==> config.mk <==
export PLATFORM = sky130hd
export DESIGN_NAME = ram_seq_ctrl
export DESIGN_NICKNAME = d
export VERILOG_FILES = /design/src/rtl/ram_seq_pkg.sv /design/src/rtl/ram_seq_lfsr.sv /design/src/rtl/ram_seq_ctrl.sv
export SDC_FILE = /design/constraint.sdc
export NUM_CORES = 1
export LEC_CHECK = 0
export CAP_MARGIN = 5
export CORE_MARGIN = 2
export CORE_UTILIZATION = 35
export CTS_CLUSTER_SIZE = 24
export DETAILED_ROUTE_END_ITERATION = 16
export PLACE_DENSITY_LB_ADDON = 0.12
export SLEW_MARGIN = 20
export SYNTH_ARGS = -nofsm -noshare
export SYNTH_HDL_FRONTEND = slang
export SYNTH_SLANG_ARGS = --single-unit
export TNS_END_PERCENT = 100
==> constraint.sdc <==
create_clock -name clk -period 4.61 [get_ports clk]
set_input_delay 0.922 -clock clk [delete_from_list [all_inputs] [get_ports clk]]
set_output_delay 0.922 -clock clk [all_outputs]
set_load 0.05 [all_outputs]
==> src/rtl/ram_seq_pkg.sv <==
// Shared types and constants for the RAM fill-and-verify sequencer.
// Optional error injection is enabled with RAM_SEQ_INJECT_EN.
package ram_seq_pkg;

  localparam int DEF_DW     = 16;
  localparam int DEF_AW     = 8;
  localparam int DEF_RD_LAT = 1;
  localparam int LFSR_W     = 16;

  localparam logic [LFSR_W-1:0] LFSR_TAPS = 16'hB400;
  localparam logic [LFSR_W-1:0] DEF_SEED  = 16'hACE1;

  typedef enum logic [2:0] {
    IDLE,
    WRITE,
    GAP,
    READ,
    DRAIN,
    DONE
  } state_t;

  function automatic logic [LFSR_W-1:0] lfsr_next(
    input logic [LFSR_W-1:0] s
  );
    return {s[LFSR_W-2:0], ^(s & LFSR_TAPS)};
  endfunction

endpackage

==> src/rtl/ram_seq_lfsr.sv <==
// Fibonacci LFSR pattern generator with synchronous load and step.
// Load has priority over step.
module ram_seq_lfsr
  import ram_seq_pkg::*;
(
  input  logic              clk,
  input  logic              rst,
  input  logic              load,
  input  logic              step,
  input  logic [LFSR_W-1:0] seed,
  output logic [LFSR_W-1:0] state
);

  always_ff @(posedge clk or posedge rst) begin
    if (rst) begin
      state <= '0;
    end else if (load) begin
      state <= seed;
    end else if (step) begin
      state <= lfsr_next(state);
    end
  end

endmodule

==> src/rtl/ram_seq_ctrl.sv <==
// RAM fill-and-verify sequencer: writes an LFSR pattern, reads it back.
// Define RAM_SEQ_INJECT_EN to allow flipping ram_din[0] at inj_addr.
module ram_seq_ctrl
  import ram_seq_pkg::*;
#(
  parameter int DW     = DEF_DW,
  parameter int AW     = DEF_AW,
  parameter int RD_LAT = DEF_RD_LAT
) (
  input  logic          clk,
  input  logic          rst,
  input  logic          start,
  input  logic [AW-1:0] depth,
  input  logic [DW-1:0] seed,
  output logic          ram_wr,
  output logic          ram_oe,
  output logic [AW-1:0] ram_addr,
  output logic [DW-1:0] ram_din,
  input  logic [DW-1:0] ram_dout,
  input  logic          inj_en,
  input  logic [AW-1:0] inj_addr,
  output logic          busy,
  output logic          done,
  output logic          pass,
  output logic [AW-1:0] err_cnt,
  output logic [AW-1:0] first_err_addr
);

  localparam logic [AW-1:0] DRAIN_LAST = AW'(RD_LAT - 1);

  state_t state, state_nxt;

  logic [AW-1:0]     cnt;
  logic [AW-1:0]     depth_q;
  logic [AW-1:0]     last;
  logic [LFSR_W-1:0] seed_q;
  logic [LFSR_W-1:0] seed_in;
  logic [LFSR_W-1:0] lfsr_seed;
  logic [LFSR_W-1:0] word;
  logic [DW-1:0]     exp_q;
  logic [DW-1:0]     wr_word;
  logic              accept;
  logic              at_last;
  logic              cnt_clr;
  logic              cnt_inc;
  logic              lfsr_load;
  logic              lfsr_step;
  logic              inj_hit;

  logic [RD_LAT-1:0] vld_p;
  logic [DW-1:0]     exp_p  [RD_LAT];
  logic [AW-1:0]     addr_p [RD_LAT];
  logic              mism;
  logic [AW-1:0]     err_nxt;

  // Busy trails the state by a cycle, so gate on it to keep the
  // done cycle from accepting a back-to-back start.
  assign accept  = (state == IDLE) && start && !busy;
  assign last    = depth_q - AW'(1);
  assign at_last = (cnt == last);

  assign seed_in   = (LFSR_W'(seed) == '0) ? DEF_SEED
                                           : LFSR_W'(seed);
  assign lfsr_seed = (state == IDLE) ? seed_in : seed_q;

`ifdef RAM_SEQ_INJECT_EN
  assign inj_hit = inj_en && (cnt == inj_addr);
`else
  logic unused_inj;
  assign unused_inj = ^{inj_en, inj_addr};
  assign inj_hit    = 1'b0;
`endif

  assign wr_word = DW'(word)
                 ^ {{(DW-1){1'b0}}, inj_hit};

  ram_seq_lfsr u_lfsr (
    .clk   (clk),
    .rst   (rst),
    .load  (lfsr_load),
    .step  (lfsr_step),
    .seed  (lfsr_seed),
    .state (word)
  );

  always_ff @(posedge clk or posedge rst) begin
    if (rst) begin
      state <= IDLE;
    end else begin
      state <= state_nxt;
    end
  end

  always_comb begin
    state_nxt = state;
    cnt_clr   = 1'b0;
    cnt_inc   = 1'b0;
    lfsr_load = 1'b0;
    lfsr_step = 1'b0;
    unique case (state)
      IDLE: begin
        if (accept) begin
          state_nxt = WRITE;
          cnt_clr   = 1'b1;
          lfsr_load = 1'b1;
        end
      end
      WRITE: begin
        lfsr_step = 1'b1;
        if (at_last) begin
          state_nxt = GAP;
          cnt_clr   = 1'b1;
        end else begin
          cnt_inc = 1'b1;
        end
      end
      GAP: begin
        lfsr_load = 1'b1;
        state_nxt = READ;
      end
      READ: begin
        lfsr_step = 1'b1;
        if (at_last) begin
          state_nxt = DRAIN;
          cnt_clr   = 1'b1;
        end else begin
          cnt_inc = 1'b1;
        end
      end
      DRAIN: begin
        if (cnt == DRAIN_LAST) begin
          state_nxt = DONE;
          cnt_clr   = 1'b1;
        end else begin
          cnt_inc = 1'b1;
        end
      end
      DONE: begin
        state_nxt = IDLE;
      end
      default: begin
        state_nxt = IDLE;
      end
    endcase
  end

  always_ff @(posedge clk or posedge rst) begin
    if (rst) begin
      cnt     <= '0;
      depth_q <= '0;
      seed_q  <= '0;
    end else begin
      if (cnt_clr) begin
        cnt <= '0;
      end else if (cnt_inc) begin
        cnt <= cnt + AW'(1);
      end
      if (accept) begin
        depth_q <= depth;
        seed_q  <= seed_in;
      end
    end
  end

  // RAM-facing signals are flops decoded from the current state.
  always_ff @(posedge clk or posedge rst) begin
    if (rst) begin
      ram_wr   <= 1'b0;
      ram_oe   <= 1'b0;
      ram_addr <= '0;
      ram_din  <= '0;
      exp_q    <= '0;
      busy     <= 1'b0;
      done     <= 1'b0;
    end else begin
      ram_wr   <= (state == WRITE);
      ram_oe   <= (state == READ);
      ram_addr <= (state == WRITE || state == READ)
                ? cnt : '0;
      ram_din  <= (state == WRITE) ? wr_word : '0;
      exp_q    <= DW'(word);
      busy     <= (state != IDLE);
      done     <= (state == DONE);
    end
  end

  always_ff @(posedge clk or posedge rst) begin
    if (rst) begin
      vld_p <= '0;
      for (int i = 0; i < RD_LAT; i++) begin
        exp_p[i]  <= '0;
        addr_p[i] <= '0;
      end
    end else begin
      vld_p[0]  <= ram_oe;
      exp_p[0]  <= exp_q;
      addr_p[0] <= ram_addr;
      for (int i = 1; i < RD_LAT; i++) begin
        vld_p[i]  <= vld_p[i-1];
        exp_p[i]  <= exp_p[i-1];
        addr_p[i] <= addr_p[i-1];
      end
    end
  end

  assign mism = vld_p[RD_LAT-1]
             && (ram_dout != exp_p[RD_LAT-1]);

  assign err_nxt = (mism && err_cnt != '1)
                 ? err_cnt + AW'(1) : err_cnt;

  always_ff @(posedge clk or posedge rst) begin
    if (rst) begin
      err_cnt        <= '0;
      first_err_addr <= '0;
      pass           <= 1'b0;
    end else if (accept) begin
      err_cnt        <= '0;
      first_err_addr <= '0;
      pass           <= 1'b0;
    end else begin
      err_cnt <= err_nxt;
      if (mism && err_cnt == '0) begin
        first_err_addr <= addr_p[RD_LAT-1];
      end
      if (state == DONE) begin
        pass <= (err_nxt == '0);
      end
    end
  end

endmodule

==> impl_metrics.ini <==
[sta]
setup_tns_ps = 0
hold_viol_final = 0
relSlewSlack = 0.363
fmaxAchievable_ghz = 0.330
timing.final.crit_share = 0.657
slew_violations = 0
rsz0062_at_grt = false
tightestPinTransition_ps = 956
skew_ps = 5.18
period_minus_slack_ps = 3030
setup_viol = 0

[setup_path]
cp_data_arrival_time_ps = 3370
crit_type = flip-flop to flip-flop
cp-end-kind = flip-flop
required_ps = 4950
cp-start-kind = flip-flop
worstPathMaxFanout = 12

[synthesis]
ys_warn_count = 0
synth-edff-count = 0
netlist.area_leader.share = 0.597
synth_area_leaders = dfrtp_1 (60%), xnor2_1 (4.1%), nor2_1 (4.1%), mux2_2 (2.9%), a21oi_1 (2.5%)
synth_common_cells = dfrtp_1 (137), nor2_1 (62), nand2_1 (37)
synthArstFlopShare = 1.00
synth_seq_cells = 137
ys.flop_type = dfrtp_1
yosysSeqAreaShare = 0.597
synth_most_common_cell = dfrtp_1
synthCells = 508
yosysTopAreaCell = dfrtp_1
syn_nets = 565
synthesis.area_um2 = 5740
synth_cell_types = 59
avgSynthCellArea_um2 = 11.3

[global_routing]
grt_pass1_vias = 3980
grt_pass1_wl_um = 21000
gr-total-overflow = 0
grt_max_degree = 109
grt.total_usage = 0.154
antenna_found_initial = 0

[power]
pwr-share-comb = 0.351
clock_power_share = 0.255
ir_drop_mv = 0.324
power_density_nw_per_um2 = 729
p_switching_mw = 2.05
internal_power_mw = 3.37
pwr-share-seq = 0.395
p_leak_nw = 3.10
swShare = 0.378

[floorplan]
coreArea_um2 = 15900
num_rows = 46
die_area_um2 = 17400
die_y_um = 132
start_util = 0.360
ioPinCount = 97
die_w_um = 132

[clock_network]
htreeDepth = 4
cts_buffers = 17
root_buffer = clkbuf_16
cts_resized = 0
cts_tree = done
postCtsSetupRepairBufs = 0
cts.reportedPaths.clkPinSlew_ps = 60
hold_buffers = 0
cts_sinks = 137
clock_path_buffers = 2
clock_latency_ps = 420

[final_layout]
fin_nets = 652
syn2layout_area_growth_pct = 29.5
drive_above_1_share = 0.110
diodes = 0
fin_util = 0.466

[route]
num_vias = 3947
wl_met3_um = 574
drt-total-wl_um = 12600
postRouteAntennaNets = 0
wl_per_cell_um = 15.3
top_layer_used = met4
drtIter0Drc = 215
dr.pass1.iters = 4
drc_errors = 0
wl_met1_um = 6160
dr_wl_met2_um = 5620
vias_per_cell = 4.79

[placed_design]
gp_congestion = 0.832
dp_hpwl_um = 8770
io_buffers = 87

[flow_run]
drv_cap = 0

[min_path]
hold_path_class = flip-flop to flip-flop

[status]
status = completed
[routing by layer]
metal / vias to the layer above / track usage
met2: 90 / 0.226
met5: - / 0
met4: 0 / 0.0737
met3: 20 / 0.0408
li1: 1930 / -
met1: 1907 / 0.211
[cells by family (layout without fill, tap and decap cells)]
group,count (synthesis),count (layout),synth area share
flops,137,137,0.597
xor+xnor,36,36,0.0549
simple gates,182,182,0.160
fa+ha+maj,5,5,0.0109
mux,26,26,0.0486
compound gates,85,85,0.101
buf+inv,37,137,0.0279
[flip-flops by register name, indices dropped and copies added, names as in the netlist, 3 cells and up]
register	count
ram_addr	8
ram_din	16
u_lfsr.state	16
seed_q	16
first_err_addr	8
cnt	8
depth_q	8
err_cnt	8
exp_p	16
state	3
exp_q	16
addr_p	8
[layout by cell type (no fill, tap or decap), types with 3 or more instances in the layout]
master           instances
dfrtp_1                137
mux2_2                  15
clkbuf_1                 3
nand4_1                  7
clkbuf_16               17
nor2b_1                  4
a211oi_1                 3
ha_1                     5
a21oi_1                 29
nand3_1                 11
mux2i_1                 11
clkdlybuf4s50_1         87
and2_1                  11
nor3_1                   8
clkinv_4                 5
and3_1                  15
xor2_1                   9
a31oi_1                  7
o21ai_0                 11
nor2_1                  61
nand2_1                 37
o22ai_1                 13
buf_4                    5
nand2b_1                 8
xnor2_1                 27
nor4_1                   4
bufinv_16                3
inv_1                   11
[per-stage QoR]
step | hold slack (ps) | power (mW) | cell area (um^2) | cells | worst slack (ps)
floorplan | 331 | 3.43 | 5740 | 508 | 20.2
global placement | 337 | 4.03 | 6830 | 792 | 1320
detailed placement | 335 | 4.08 | 6830 | 792 | 1250
CTS | 347 | 5.48 | 7440 | 824 | 1570
global route | 356 | 5.75 | 7440 | 824 | 1300
finish | 346 | 5.42 | 7440 | 824 | 1580
[power by group through the flow]
stage                     sequential (mW)  clock [mW]  combinational [mW]
final                                2.14        1.38                1.90
after detailed placement             2.17           0                1.91
after CTS                            2.14        1.41                1.92
after global routing                 2.21        1.47                2.07
after global placement               2.15           0                1.88
after floorplan                      2.53           0               0.893
[worst max-delay path, cell delays in order (launching register included)]
cell       delay [ps]
dfrtp_1           460
inv_1              90
ha_1              280
o21bai_1          200
a2111oi_2         400
a311oi_2          100
a2111oi_4         600
o22ai_2           340
a311o_1           390
o21ai_1            70
[final timing paths]
kind,start,endpoint,slack [ps],cells past startpoint
worst max-delay path,depth_q[0],cnt[5],1580,9
min in group asynchronous,rst,exp_q[11],1080,2
worst min register to register,exp_q[7],exp_p[7],350,0
max in group asynchronous,rst,state[1],2670,3
worst max register to register,depth_q[0],cnt[5],1580,9
worst min-delay path,exp_q[7],exp_p[7],350,0
[layout make-up]
type	instances	area [um^2]
well taps	216	270
clock inverters	10	144
flip-flops and latches	137	3430
inverters	13	53.8
repair buffers	92	908
fillers	1478	8510
clock buffers	22	464
multi-input cells	334	2170
No activity file was read; power rests on OpenSTA's default activity.
